===== src/rtl/au_sequencer_pkg.sv =====
// rtl/au_sequencer_pkg.sv - shared FSM states, AU op codes, widths and command layout for au_sequencer
package au_sequencer_pkg;

    localparam int DATA_W = 8;
    localparam int OP_W   = 2;
    localparam int CMD_W  = OP_W + 2 * DATA_W;

    typedef enum logic [1:0] {
        ST_IDLE = 2'd0,
        ST_EXEC = 2'd1,
        ST_DONE = 2'd2
    } state_t;

    typedef enum logic [OP_W-1:0] {
        AU_ADD = 2'b00,
        AU_SUB = 2'b01,
        AU_INC = 2'b10,
        AU_DEC = 2'b11
    } au_op_t;

    // FIFO entry layout {OP, B, A}
    typedef struct packed {
        logic [OP_W-1:0]   op;
        logic [DATA_W-1:0] b;
        logic [DATA_W-1:0] a;
    } cmd_t;

endpackage


===== src/rtl/au_sequencer_if.sv =====
// rtl/au_sequencer_if.sv - command/result handshake bundle for au_sequencer; res_z exists only with AU_SEQ_ZERO_FLAG_EN
interface au_sequencer_if;
    import au_sequencer_pkg::*;

    logic              cmd_valid;
    logic              cmd_ready;
    logic [DATA_W-1:0] cmd_a;
    logic [DATA_W-1:0] cmd_b;
    logic [OP_W-1:0]   cmd_op;

    logic              res_valid;
    logic              res_ready;
    logic [DATA_W-1:0] res_r;
    logic              res_c;
`ifdef AU_SEQ_ZERO_FLAG_EN
    logic              res_z;
`endif

    // Controller side: issues commands, consumes results
    modport master (
        output cmd_valid, cmd_a, cmd_b, cmd_op, res_ready,
`ifdef AU_SEQ_ZERO_FLAG_EN
        input  res_z,
`endif
        input  cmd_ready, res_valid, res_r, res_c
    );

    // Sequencer side
    modport slave (
        input  cmd_valid, cmd_a, cmd_b, cmd_op, res_ready,
`ifdef AU_SEQ_ZERO_FLAG_EN
        output res_z,
`endif
        output cmd_ready, res_valid, res_r, res_c
    );

endinterface


===== src/rtl/AU.sv =====
// rtl/AU.sv - combinational 8-bit arithmetic unit: add, subtract, increment, decrement with carry/borrow
module AU
    import au_sequencer_pkg::*;
(
    input  logic [DATA_W-1:0] i_a,
    input  logic [DATA_W-1:0] i_b,
    input  logic [OP_W-1:0]   i_op,
    output logic [DATA_W-1:0] o_r,
    output logic              o_c
);

    logic [DATA_W:0] w_sum;

    // One extra bit holds carry out for add/inc and borrow for sub/dec
    always_comb begin
        w_sum = '0;
        case (au_op_t'(i_op))
            AU_ADD:  w_sum = {1'b0, i_a} + {1'b0, i_b};
            AU_SUB:  w_sum = {1'b0, i_a} - {1'b0, i_b};
            AU_INC:  w_sum = {1'b0, i_a} + (DATA_W+1)'(1);
            AU_DEC:  w_sum = {1'b0, i_a} - (DATA_W+1)'(1);
            default: w_sum = '0;
        endcase
    end

    assign o_r = w_sum[DATA_W-1:0];
    assign o_c = w_sum[DATA_W];

endmodule


===== src/rtl/au_cmd_fifo.sv =====
// rtl/au_cmd_fifo.sv - show-ahead synchronous command FIFO with wrap-bit pointers and full/empty flags
module au_cmd_fifo #(
    parameter int DEPTH = 4,
    parameter int WIDTH = 18
) (
    input  logic             i_clk,
    input  logic             i_rst,
    input  logic             i_push,
    input  logic [WIDTH-1:0] i_wdata,
    output logic             o_full,
    input  logic             i_pop,
    output logic [WIDTH-1:0] o_rdata,
    output logic             o_empty
);

    localparam int AW = $clog2(DEPTH);

    logic [WIDTH-1:0] r_mem [DEPTH];
    logic [AW:0]      r_wptr;
    logic [AW:0]      r_rptr;
    logic             w_do_push;
    logic             w_do_pop;

    // Same low bits: differing wrap bit means full, equal wrap bit means empty
    assign o_full    = (r_wptr[AW] != r_rptr[AW]) && (r_wptr[AW-1:0] == r_rptr[AW-1:0]);
    assign o_empty   = (r_wptr == r_rptr);
    // A full FIFO refuses pushes even when a pop happens in the same cycle
    assign w_do_push = i_push && !o_full;
    assign w_do_pop  = i_pop && !o_empty;
    assign o_rdata   = r_mem[r_rptr[AW-1:0]];

    // Pointer update; both advance together on simultaneous push and pop
    always_ff @(posedge i_clk) begin
        if (i_rst) begin
            r_wptr <= '0;
            r_rptr <= '0;
        end else begin
            if (w_do_push) r_wptr <= r_wptr + (AW+1)'(1);
            if (w_do_pop)  r_rptr <= r_rptr + (AW+1)'(1);
        end
    end

    // Storage write; contents need no reset since empty masks them
    always_ff @(posedge i_clk) begin
        if (w_do_push) r_mem[r_wptr[AW-1:0]] <= i_wdata;
    end

endmodule


===== src/rtl/au_sequencer.sv =====
// rtl/au_sequencer.sv - queued valid/ready front end issuing commands to AU one at a time; AU_SEQ_ZERO_FLAG_EN adds res_z
module au_sequencer
    import au_sequencer_pkg::*;
#(
    parameter int FIFO_DEPTH = 4
) (
    input  logic          i_clk,
    input  logic          i_rst,
    au_sequencer_if.slave io_bus,
    output logic          o_busy
);

    logic [CMD_W-1:0]  w_fifo_rdata;
    cmd_t              w_head;
    logic              w_full;
    logic              w_empty;
    logic              w_pop;
    logic [DATA_W-1:0] w_au_r;
    logic              w_au_c;

    state_t            r_state;
    logic [DATA_W-1:0] r_a;
    logic [DATA_W-1:0] r_b;
    logic [OP_W-1:0]   r_op;
    logic              r_res_valid;
    logic [DATA_W-1:0] r_res_r;
    logic              r_res_c;
`ifdef AU_SEQ_ZERO_FLAG_EN
    logic              r_res_z;
`endif

    // cmd_ready comes only from registered pointer state
    assign io_bus.cmd_ready = !w_full;
    assign w_head           = cmd_t'(w_fifo_rdata);
    assign w_pop            = (r_state == ST_IDLE) && !w_empty;
    assign o_busy           = !w_empty || (r_state != ST_IDLE);

    assign io_bus.res_valid = r_res_valid;
    assign io_bus.res_r     = r_res_r;
    assign io_bus.res_c     = r_res_c;
`ifdef AU_SEQ_ZERO_FLAG_EN
    assign io_bus.res_z     = r_res_z;
`endif

    au_cmd_fifo #(
        .DEPTH (FIFO_DEPTH),
        .WIDTH (CMD_W)
    ) u_fifo (
        .i_clk   (i_clk),
        .i_rst   (i_rst),
        .i_push  (io_bus.cmd_valid),
        .i_wdata ({io_bus.cmd_op, io_bus.cmd_b, io_bus.cmd_a}),
        .o_full  (w_full),
        .i_pop   (w_pop),
        .o_rdata (w_fifo_rdata),
        .o_empty (w_empty)
    );

    AU u_au (
        .i_a  (r_a),
        .i_b  (r_b),
        .i_op (r_op),
        .o_r  (w_au_r),
        .o_c  (w_au_c)
    );

    // Issue FSM: pop into operand registers, capture AU output, hold until consumed
    always_ff @(posedge i_clk) begin
        if (i_rst) begin
            r_state     <= ST_IDLE;
            r_a         <= '0;
            r_b         <= '0;
            r_op        <= '0;
            r_res_valid <= 1'b0;
            r_res_r     <= '0;
            r_res_c     <= 1'b0;
`ifdef AU_SEQ_ZERO_FLAG_EN
            r_res_z     <= 1'b0;
`endif
        end else begin
            case (r_state)
                ST_IDLE: begin
                    if (!w_empty) begin
                        r_a     <= w_head.a;
                        r_b     <= w_head.b;
                        r_op    <= w_head.op;
                        r_state <= ST_EXEC;
                    end
                end
                ST_EXEC: begin
                    r_res_r     <= w_au_r;
                    r_res_c     <= w_au_c;
`ifdef AU_SEQ_ZERO_FLAG_EN
                    r_res_z     <= (w_au_r == '0);
`endif
                    r_res_valid <= 1'b1;
                    r_state     <= ST_DONE;
                end
                ST_DONE: begin
                    if (io_bus.res_ready) begin
                        r_res_valid <= 1'b0;
                        r_state     <= ST_IDLE;
                    end
                end
                default: r_state <= ST_IDLE;
            endcase
        end
    end

endmodule


===== src/flat_wrapper.sv =====
// flat-port wrapper written by rule: the top's interface ports become plain ports
module au_sequencer_flat import au_sequencer_pkg::*;
#(
    parameter int FIFO_DEPTH = 4
)
  (i_clk, i_rst, o_busy, io_bus_cmd_valid, io_bus_cmd_a, io_bus_cmd_b, io_bus_cmd_op, io_bus_res_ready, io_bus_cmd_ready, io_bus_res_valid, io_bus_res_r, io_bus_res_c);
  au_sequencer_if io_bus_i ();
  input  logic i_clk;
  input  logic i_rst;
  output logic o_busy;
  input wire logic [$bits(io_bus_i.cmd_valid)-1:0] io_bus_cmd_valid;
  input wire logic [$bits(io_bus_i.cmd_a)-1:0] io_bus_cmd_a;
  input wire logic [$bits(io_bus_i.cmd_b)-1:0] io_bus_cmd_b;
  input wire logic [$bits(io_bus_i.cmd_op)-1:0] io_bus_cmd_op;
  input wire logic [$bits(io_bus_i.res_ready)-1:0] io_bus_res_ready;
  output wire logic [$bits(io_bus_i.cmd_ready)-1:0] io_bus_cmd_ready;
  output wire logic [$bits(io_bus_i.res_valid)-1:0] io_bus_res_valid;
  output wire logic [$bits(io_bus_i.res_r)-1:0] io_bus_res_r;
  output wire logic [$bits(io_bus_i.res_c)-1:0] io_bus_res_c;
  assign io_bus_i.cmd_valid = io_bus_cmd_valid;
  assign io_bus_i.cmd_a = io_bus_cmd_a;
  assign io_bus_i.cmd_b = io_bus_cmd_b;
  assign io_bus_i.cmd_op = io_bus_cmd_op;
  assign io_bus_i.res_ready = io_bus_res_ready;
  assign io_bus_cmd_ready = io_bus_i.cmd_ready;
  assign io_bus_res_valid = io_bus_i.res_valid;
  assign io_bus_res_r = io_bus_i.res_r;
  assign io_bus_res_c = io_bus_i.res_c;
  au_sequencer #(.FIFO_DEPTH(FIFO_DEPTH)) u_core (.i_clk(i_clk), .i_rst(i_rst), .io_bus(io_bus_i), .o_busy(o_busy));
endmodule

===== config.mk =====
export PLATFORM = sky130hd
export DESIGN_NAME = au_sequencer_flat
export DESIGN_NICKNAME = d
export VERILOG_FILES = /design/src/rtl/au_sequencer_pkg.sv /design/src/rtl/au_sequencer_if.sv /design/src/rtl/AU.sv /design/src/rtl/au_cmd_fifo.sv /design/src/rtl/au_sequencer.sv /design/src/flat_wrapper.sv
export SDC_FILE = /design/constraint.sdc
export NUM_CORES = 1
export LEC_CHECK = 0
export CORE_UTILIZATION = 50
export DETAILED_ROUTE_END_ITERATION = 12
export PLACE_DENSITY = 0.7
export SETUP_SLACK_MARGIN = 0.1
export SYNTH_ARGS = -nofsm -noshare
export SYNTH_HDL_FRONTEND = slang
export SYNTH_SLANG_ARGS = --single-unit

===== constraint.sdc =====
create_clock -name i_clk -period 3.6 [get_ports i_clk]
set_clock_uncertainty 0.1 [all_clocks]
set_input_delay 0.54 -clock i_clk [delete_from_list [all_inputs] [get_ports i_clk]]
set_output_delay 0.54 -clock i_clk [all_outputs]
set_load 0.01 [all_outputs]

==> metrics.md, run 1 <==
| Metric | Value |
|---|---|
| Slew Limit Fails | 0 |
| Crit path kind | reg2reg |
| Final std cells w/o fill | 496 |
| # resized after CTS | 0 |
| Crit end category | flop |
| Ant diodes | 0 |
| Worst path arrival time | 3140 ps |
| Wirelength per Cell | 15.6 um |
| Share of layout cells above drive strength 1 | 12.1% |
| Post-place setup slack | 688 ps |
| Die H | 98.0 um |
| DR vias | 2709 |
| Leak pwr | 1.80 nW |
| Met2 GRT Util | 26.8% |
| Number of hold buffers added after CTS | 0 |
| Most frequent cells in the layout | 72 x edfxtp_1, 44 x nand2_1, 36 x dfxtp_1 |
| # IOs | 34 |
| Ys flop type | edfxtp_1 |
| Initial antenna violation count | 0 |
| Slew margin rel. | 55.2% |
| Worst vdd ir | 0.320 mV |
| R2R Path Start | u_core.r_op[1] |
| Data required time of the worst path | 3800 ps |
| Critical Path Fanout Max | 16 |
| H-tree depth | 3 |
| Outcome | finished, violations left |
| PwrDens | 819 nW/um^2 |
| Crit Reg-Reg Endpoint | u_core.io_bus.res_c |
| Synthesized area | 4600 um^2 |
| # setup viols final | 0 |
| Final Wtd Congestion | 0.826 |
| Post-synth cell types | 46 |
| Synth Warn # | 0 |
| GR Util met1 | 24.9% |
| Seq pwr share | 38.8% |
| Max Freq | 340 MHz |
| WHS Endpoint | u_core.io_bus.res_r[2] |
| Maxcap violations | 0 |
| Detailed placer's ending HPWL | 5200 um |
| Clock-pin slew of the registers on the worst-case setup and hold paths | 110 ps |
| Clock Power Share | 16.4% |
| Initial core utilization | 52.3% |
| Synthesized area per cell | 13.2 um^2 |
| Asr flop ratio synth | 0% |
| RSZ-0062 raised after global routing | false |
| Clk root buf | clkbuf_8 |
| Pre-antenna DRT Iters | 8 |
| Most Crowded Layer GR | met2 |
| Routed Wire Length | 7750 um |
| Post-synth net total | 385 |
| Post-synthesis sequential area ratio | 62.6% |
| Nets | 420 |
| Slew @ Worst Pin | 669 ps |
| Min Tclk post-route | 2940 ps |
| GRT overflow | 0 |
| Met3 GRT Util | 3.15% |
| DR iter-0 viols | 103 |
| Tot GR Track Use | 17.6% |
| Post-CTS setup buffers | 0 |
| Seq cells post-synth | 108 |
| Die Area | 9600 um^2 |
| Pin count of the biggest net entering global routing | 23 |
| Hold wc startpoint | u_core.io_bus.res_r[2] |
| Vias in the first global route | 2625 |
| Net load switching power | 0.00159 W |
| Reg2Reg Depth | 10 |
| Net Sw Frac | 37.2% |
| Fillers | 721 |
| Failing checks | DRC |
| Cells after synthesis | 348 |
| Startpoint types | flop |
| Clock Latency Late Sink | 370 ps |
| Via-to-Cell Ratio | 5.46 |
| Cell Rows | 34 |
| DRC Markers | 3 |
| Worst hold slack | 362 ps |
| Endpoints failing hold | 0 |
| Setup TNS | 0 ps |
| Area Overhead vs Synth | 13.6% |
| Most common cell after layout, fill and taps aside | edfxtp_1 |
| First-pass GRT wire length | 13100 um |
| CTS Sinks | 108 |
| Tot Pwr | 0.00428 W |
| Placed cells | 480 |
| Max Buffers Root-to-Sink | 2 |
| EDFF count, synth | 72 |
| Min setup slack post-route | 658 ps |
| Number of I/O port buffers | 33 |
| Comb pwr share | 44.8% |
| Worst min-delay path class | reg2reg |
| Internal | 0.00269 W |
| CTS buffer count | 9 |
| CTS tree | built |
| R2R Setup Slk | 660 ps |
| Die W | 98.0 um |
| Routed Antenna Nets | 0 |
| Core area | 8810 um^2 |
| Hold Path Cell Cnt | 2 |
| Final worst-path cycle share | 81.7% |
==> how the worst max path moves through the flow <==
stage | cells past startpoint | start | slack (ps) | endpoint
finish | 10 | u_core.r_op[1] | 660 | u_core.io_bus.res_c
floorplan | 10 | u_core.r_b[0] | 1000 | u_core.io_bus.res_c
global route | 10 | u_core.r_op[1] | 410 | u_core.io_bus.res_c
CTS | 10 | u_core.r_op[1] | 650 | u_core.io_bus.res_c
global placement | 10 | u_core.r_op[1] | 700 | u_core.io_bus.res_c
detailed placement | 10 | u_core.r_op[1] | 690 | u_core.io_bus.res_c
==> layer usage <==
layer	up-vias	share of wire (%)
met4	0	1.9
met1	1294	48
met3	13	3.6
li1	1349	-
met5	-	0
met2	53	46
==> power groups by stage <==
| stage | logic, W | clock network (W) | registers [W] |
|---|---|---|---|
| finish | 0.00192 | 0.000702 | 0.00166 |
| global route | 0.00216 | 0.000768 | 0.00169 |
| CTS | 0.00194 | 0.000726 | 0.00166 |
| detailed placement | 0.00192 | 0 | 0.00169 |
| global placement | 0.00190 | 0 | 0.00168 |
| floorplan | 0.00152 | 0 | 0.00166 |
==> synthesized netlist by cell type (all sizes together) (3+ instances only) <==
cell type	instances	area share (%)
nor3	6	0.65
o21ai	7	0.76
nor4b	4	0.76
nor2b	5	0.68
a211oi	3	0.49
clkbuf	8	0.65
edfxtp	72	47
nand2b	4	0.54
buf	8	1.2
mux4	18	8.8
and2	5	0.71
a21oi	32	3.5
xor2	4	0.76
nor2	23	1.9
dfxtp	36	16
xnor2	8	1.5
nand3	7	0.76
a31oi	3	0.54
ha	14	3.8
inv	12	0.98
nand2	44	3.6
==> area by class of cell <==
type / count / area (um^2) / share of cell area, %
Inverter: 12 / 45.0 / 0.861
Timing Repair Buffer: 40 / 383 / 7.32
Tap cell: 108 / 135 / 2.58
Clock buffer: 10 / 128 / 2.44
Multi-Input combinational cell: 212 / 1590 / 30.5
Clock inverter: 6 / 62.6 / 1.20
Sequential cell: 108 / 2880 / 55.1
==> logic make-up (layout without fill, tap and decap cells) <==
| family | count (synthesis) | in the layout | synth area share (%) |
|---|---|---|---|
| AOI/OAI and AO/OA | 60 | 60 | 8.07 |
| adders and majority gates | 15 | 15 | 4.24 |
| and+or+nand+nor | 105 | 105 | 10.7 |
| xor gates and xnor gates | 12 | 12 | 2.28 |
| buffers and inverters | 28 | 68 | 2.80 |
| DFF | 108 | 108 | 62.6 |
| muxes | 20 | 20 | 9.27 |
==> registers in the layout (all words and copies together) (netlist names) <==
name,count
u_core.io_bus.res_c,1
u_core.io_bus.res_r,8
u_core.io_bus.res_valid,1
u_core.r_a,8
u_core.r_b,8
u_core.r_op,2
u_core.r_state,2
u_core.u_fifo.r_mem,72
u_core.u_fifo.r_rptr,3
u_core.u_fifo.r_wptr,3
==> worst max-delay path, cell delays in order, from the launching register on <==
cell and delay (ps):
dfxtp_1 470, nor3_1 230, nor4b_1 390, nor2_1 100, xnor2_1 150, ha_1 340, a21o_1 230, or3_1 310
o22ai_1 140, mux2_2 350, nor2_1 90
==> through the flow <==
stage | util, % | area, um^2
after CTS | 59.4 | 5230
after floorplan | - | 4600
final | 59.4 | 5230
after global placement | 57.2 | 5040
after detailed placement | 57.2 | 5040
after global routing | 59.4 | 5230
Note: power is estimated with default switching activity, not from simulation.
==> inputs of run 2 (changes only) <==
- PLACE_DENSITY: 0.7 -> 0.72
- clock period: 3.6 -> 2.6 ns (I/O delays scaled with it)
==> run 2 against run 1 <==
  * First-iteration DRC count up 50%
  * Die area unchanged
  * Design area up 5.0%
  * Via count up 3.1%
  * Largest cell class unchanged
  * Maximum frequency up 16%
  * Highest routed layer unchanged
  * Critical path depth up 2
  * Combinational power up 80%
  * Sequential power up 41%
  * The run still ends with DRC left
  * Cell count up 2.4%
  * Clock power up 42%
  * Utilization up 3.0 points
==> metrics.md, run 2 (synthesis gave the netlist of run 1 again) <==
| Metric | Value |
|---|---|
| Worst path arrival time | 2710 ps |
| CP endpoint | u_core.io_bus.res_r[7] |
| CTS buffer count | 9 |
| Fillers | 635 |
| RSZ-0062 raised after global routing | true |
| R2R Setup Slk | 60 ps |
| Min Tclk post-route | 2540 ps |
| Max Freq | 394 MHz |
| # IOs | 34 |
| Critical Path Fanout Max | 4 |
| Pre-antenna DRT Iters | 8 |
| Via-to-Cell Ratio | 5.50 |
| Startpoint types | flop |
| Vias in the first global route | 2618 |
| Initial antenna violation count | 0 |
| DRC Markers | 2 |
| Routed Wire Length | 8190 um |
| Core area | 8810 um^2 |
| First-pass GRT wire length | 13000 um |
| Number of hold buffers added after CTS | 0 |
| Placed cells | 485 |
| Ant diodes | 0 |
| Share of layout cells above drive strength 1 | 21.3% |
| Die Area | 9600 um^2 |
| Initial core utilization | 52.3% |
| Worst min-delay path class | reg2reg |
| Clock-pin slew of the registers on the worst-case setup and hold paths | 100 ps |
| Clk root buf | clkbuf_8 |
| Number of I/O port buffers | 33 |
| Most common cell after layout, fill and taps aside | edfxtp_1 |
| Slew margin rel. | 58.6% |
| Clock Latency Late Sink | 380 ps |
| Wirelength per Cell | 16.1 um |
| # setup viols final | 0 |
| Maxcap violations | 0 |
| Die W | 98.0 um |
| Reg2Reg Depth | 12 |
| Worst hold slack | 357 ps |
| Worst vdd ir | 0.612 mV |
| Final Wtd Congestion | 0.843 |
| Pin count of the biggest net entering global routing | 23 |
| DR iter-0 viols | 154 |
| Hold Path Cell Cnt | 2 |
| Final std cells w/o fill | 508 |
| Most frequent cells in the layout | 72 x edfxtp_1, 44 x nand2_1, 33 x clkdlybuf4s50_1 |
| Failing checks | DRC |
| H-tree depth | 3 |
| CTS tree | built |
| Tot GR Track Use | 17.6% |
| GRT overflow | 0 |
| Tot Pwr | 0.00679 W |
| Area Overhead vs Synth | 19.2% |
| Die H | 98.0 um |
| Nets | 432 |
| Max Buffers Root-to-Sink | 2 |
| Crit Reg-Reg Endpoint | u_core.io_bus.res_r[7] |
| Data required time of the worst path | 2770 ps |
| Slew Limit Fails | 0 |
| Cell Rows | 34 |
| Endpoints failing hold | 0 |
| Outcome | finished, violations left |
| PwrDens | 1240 nW/um^2 |
| Slew @ Worst Pin | 619 ps |
| CTS Sinks | 108 |
| R2R Path Start | u_core.r_b[1] |
| Routed Antenna Nets | 0 |
| Max reg flops | 72 |
| Detailed placer's ending HPWL | 5150 um |
| Post-route cell area | 5490 um^2 |
| Final worst-path cycle share | 97.7% |
| Crit. Startpoint | u_core.r_b[1] |
| Post-DP Area | 5090 um^2 |
| Leak pwr | 1.91 nW |
| Crit end category | flop |
| Crit path kind | reg2reg |
| DR vias | 2792 |
run 2: cell types whose count changed in the layout (fill, tap and decap cells not counted), sizes merged:
cell and delta:
clkinv -1, buf +12, clkbuf -1, clkinvlp +1
inv +1
run 2: power by group:
group | internal (W) | switching (W)
clock network | 0.000377 | 0.000622
logic | 0.00175 | 0.00170
registers | 0.00210 | 0.000239
run 2: layout make-up:
cell class	instances	area (um^2)	area share [%]
Clock inverter	7	70.1	1.28
Inverter	12	50.0	0.912
Multi-Input combinational cell	212	1740	31.7
Tap cell	108	135	2.46
Sequential cell	108	2890	52.7
Clock buffer	9	124	2.26
Timing Repair Buffer	52	477	8.68
run 2: worst min-delay path by stage:
stage | from | to | slack [ps]
floorplan | u_core.r_a[0] | u_core.r_a[0] | 340
global placement | u_core.io_bus.res_r[2] | u_core.io_bus.res_r[2] | 340
detailed placement | u_core.io_bus.res_r[2] | u_core.io_bus.res_r[2] | 350
CTS | u_core.io_bus.res_r[2] | u_core.io_bus.res_r[2] | 360
global route | u_core.io_bus.res_r[2] | u_core.io_bus.res_r[2] | 370
finish | u_core.io_bus.res_r[2] | u_core.io_bus.res_r[2] | 360
run 2: timing repair:
| item | CTS | global route |
|---|---|---|
| pin swaps | 7 | 7 |
| resized for setup | 11 | 26 |
| setup endpoints to repair | 2 | 5 |
| buffers inserted | 4 | 3 |
run 2: worst max-delay path, stage by stage (launching register included):
cell and delay (ps):
dfxtp_4 390, inv_4 70, ha_4 130, buf_6 100, nor2_1 40, o32a_1 390
ha_4 260, o21a_1 160, o31a_1 140, buf_4 160, o41ai_4 240, mux2i_1 220
nand2_1 60
run 2: through the flow:
| stage | TNS, ps | setup WS [ps] | util, % |
|---|---|---|---|
| finish | 0 | 59.0 | 62.3 |
| global route | -109 | -53.5 | 62.3 |
| CTS | 0 | 100 | 60.8 |
| detailed placement | -97.7 | -51.6 | 57.8 |
| global placement | 0 | 42.1 | 57.8 |
| floorplan | 0 | 108 | - |
run 2: routing by layer:
layer / up-vias / share of wire (%) / global-route usage [%]
met5: - / 0 / 0
met4: 0 / 1.8 / 8.04
met3: 13 / 2.9 / 2.86
met2: 55 / 48 / 27.6
met1: 1352 / 47 / 24.4
li1: 1372 / - / -
==> inputs of run 3 (changes only) <==
- SYNTH_HIERARCHICAL: not set -> 1
==> run 3 against run 2 <==
  * The run now ends clean
  * Clock power is essentially flat
  * Register-to-register slack gained 80 ps
  * Total power grew 23%
  * Critical path type unchanged
==> metrics.md, run 3 <==
| Metric | Value |
|---|---|
| Outcome | finished clean |
| H-tree depth | 3 |
| Net Sw Frac | 40.4% |
| Most Crowded Layer GR | met2 |
| Pin count of the biggest net entering global routing | 26 |
| Post-synthesis sequential area ratio | 59.0% |
| Clock Latency Late Sink | 360 ps |
| Detailed placer's ending HPWL | 5960 um |
| R2R Path Start | u_core/r_b[0] |
| Hold Path Cell Cnt | 2 |
| Multiplexer area fraction after synthesis | 8.39% |
| Synth area leader | edfxtp_1 |
| Number of hold buffers added after CTS | 0 |
| Synthesized area | 4950 um^2 |
| Comb pwr share | 57.8% |
| Compound-Gate Fraction of Synth Area | 10.4% |
| GRT overflow | 0 |
| Number of I/O port buffers | 33 |
| Max Buffers Root-to-Sink | 2 |
| Top cells by count, synth | 72 x edfxtp_1, 51 x nand2_1, 38 x dfxtp_1, 25 x a21oi_1, 18 x mux4_2 |
| Internal | 0.00500 W |
| Startpoint types | flop |
| # IOs | 34 |
| Setup TNS | 0 ps |
| Min setup slack post-route | 136 ps |
| Die W | 101 um |
| CTS tree | built |
| Synth Area in Adders | 3.94% |
| Placed cells | 545 |
| Reg2Reg Depth | 11 |
| DR iter-0 viols | 138 |
| # setup viols final | 0 |
| Most frequent cells in the layout | 72 x edfxtp_1, 50 x nand2_1, 33 x clkdlybuf4s50_1 |
| Tot GR Track Use | 18.5% |
| Max reg flops | 72 |
| Final worst-path cycle share | 94.8% |
| Seq cells post-synth | 110 |
| DRC Markers | 0 |
| Post-place setup slack | 60.8 ps |
| Hold wc startpoint | u_core/io_bus.res_r[6] |
| Area Overhead vs Synth | 18.0% |
| Vias in the first global route | 3021 |
| Most common cell after layout, fill and taps aside | edfxtp_1 |
| Ant diodes | 0 |
| Register area | 2930 um^2 |
| Die Area | 10300 um^2 |
| Final std cells w/o fill | 565 |
| Worst min-delay path class | reg2reg |
| Ys flop type | edfxtp_1 |
| Simple-Gate Fraction of Synth Area | 12.2% |
| Slew margin rel. | 64.9% |
| Synthesized area per cell | 12.9 um^2 |
| Crit path kind | reg2reg |
| EDFF count, synth | 72 |
| Largest family of logic cells by synthesized area | simple AND/OR/NAND/NOR gates |
| Clock Power Share | 12.0% |
| First-pass GRT wire length | 14400 um |
| Via-to-Cell Ratio | 5.56 |
| Initial core utilization | 52.6% |
| Cells after synthesis | 383 |
| RSZ-0062 raised after global routing | true |
| PwrDens | 1440 nW/um^2 |
| Die H | 101 um |
| Worst vdd ir | 0.838 mV |
| Worst hold slack | 357 ps |
| Cell Rows | 35 |
| Share of layout cells above drive strength 1 | 27.3% |
| Post-synth cell types | 53 |
| Min Tclk post-route | 2460 ps |
| Final Wtd Congestion | 0.825 |
| Post-synth net total | 420 |
| Met3 GRT Util | 3.66% |
| Synth Warn # | 6 |
| Critical Path Fanout Max | 6 |
| Leak pwr | 1.96 nW |
| Tot Pwr | 0.00839 W |
| Initial antenna violation count | 0 |
| Routed Wire Length | 8820 um |
| Nets | 468 |
| Pre-antenna DRT Iters | 4 |
| Routed Antenna Nets | 0 |
| XOR/XNOR Fraction of Synth Area | 2.30% |
| Data required time of the worst path | 2800 ps |
| GR Util met1 | 25.7% |
| Top-count cell post-synth | edfxtp_1 |
| Area share of the largest cell type after synthesis | 43.7% |
| Fillers | 715 |
| Wirelength per Cell | 15.6 um |
| Area contributors post-synth | edfxtp_1 44%, dfxtp_1 15%, mux4_2 8.2% |
| CTS buffer count | 9 |
| Seq pwr share | 30.2% |
| Max Freq | 406 MHz |
| Clk root buf | clkbuf_8 |
| Core area | 9420 um^2 |
| CTS Sinks | 110 |
| Multi-input gate area | 2010 um^2 |
| DR vias | 3143 |
| Slew @ Worst Pin | 526 ps |
| Maxcap violations | 0 |
| Worst path arrival time | 2670 ps |
| Asr flop ratio synth | 0% |
| Crit end category | flop |
| Net load switching power | 0.00338 W |
| Slew Limit Fails | 0 |
| Crit. Startpoint | u_core/r_b[0] |
| Clock-pin slew of the registers on the worst-case setup and hold paths | 100 ps |
| Met2 GRT Util | 29.8% |
| Endpoints failing hold | 0 |
run 3: cell count changes after synthesis, sizes merged, moves of 4 or more:
| cell | before | now |
|---|---|---|
| nand2 | 44 | 64 |
| nor2 | 23 | 16 |
| o211ai | 1 | 8 |
| nand2b | 4 | 0 |
| nor3b | 1 | 5 |
| nor4b | 4 | 0 |
run 3: through the flow:
step           instance area, um^2  utilization [%]
2_1_floorplan                 4950                -
3_3_place_gp                  5450             57.9
3_5_place_dp                  5450             57.9
4_1_cts                       5660             60.1
5_1_grt                       5840             62.0
6_report                      5840             62.0
run 3: cells by family (layout without fill, tap and decap cells):
kind of cell | after synthesis | after routing
fa+ha+maj | 15 | 15
mux | 19 | 19
compound gates | 74 | 74
flops | 110 | 110
buf+inv | 31 | 84
xor+xnor | 13 | 13
simple gates | 121 | 121
run 3: worst max-delay path: stages (launching register included):
cell and delay [ps]:
dfxtp_2 340, or3_4 440, nor2_2 120, nor2_1 40
o211ai_1 340, ha_4 190, a21o_1 190, nand2_2 90
a311o_1 280, o21ai_2 60, nand2_1 70, a21oi_2 150
run 3: repair_timing:
item,4_1_cts,5_1_grt
pin swaps,0,16
setup endpoints to repair,1,5
setup buffers,0,4
gates resized for setup,3,36
run 3: path summary, 6_finish.rpt:
kind	end	slack, ps
max	u_core/io_bus.res_c	140
max reg2reg	u_core/io_bus.res_c	140
min	u_core/io_bus.res_r[6]	360
min reg2reg	u_core/io_bus.res_r[6]	360
run 3: layout make-up:
cell class | count | share of cell area (%)
tap | 129 | 2.76
sequential | 110 | 50.2
multi-input combinational | 242 | 34.3
clock inverter | 7 | 1.20
clock buffer | 9 | 2.12
timing repair buffer | 55 | 8.48
inverter | 13 | 0.921
run 3: power groups by stage:
| stage | Clock (W) | Sequential [W] | Combinational (W) |
|---|---|---|---|
| floorplan | 0 | 0.00249 | 0.00321 |
| global placement | 0 | 0.00252 | 0.00392 |
| detailed placement | 0 | 0.00254 | 0.00397 |
| CTS | 0.00103 | 0.00250 | 0.00405 |
| global route | 0.00109 | 0.00258 | 0.00537 |
| finish | 0.00100 | 0.00253 | 0.00485 |
run 3: metal layers:
metal  share of wire, %  vias to the layer above
li1                   -                     1509
met1                 46                     1553
met2                 49                       69
met3                3.8                       12
met4                1.4                        0
met5                  0                        -
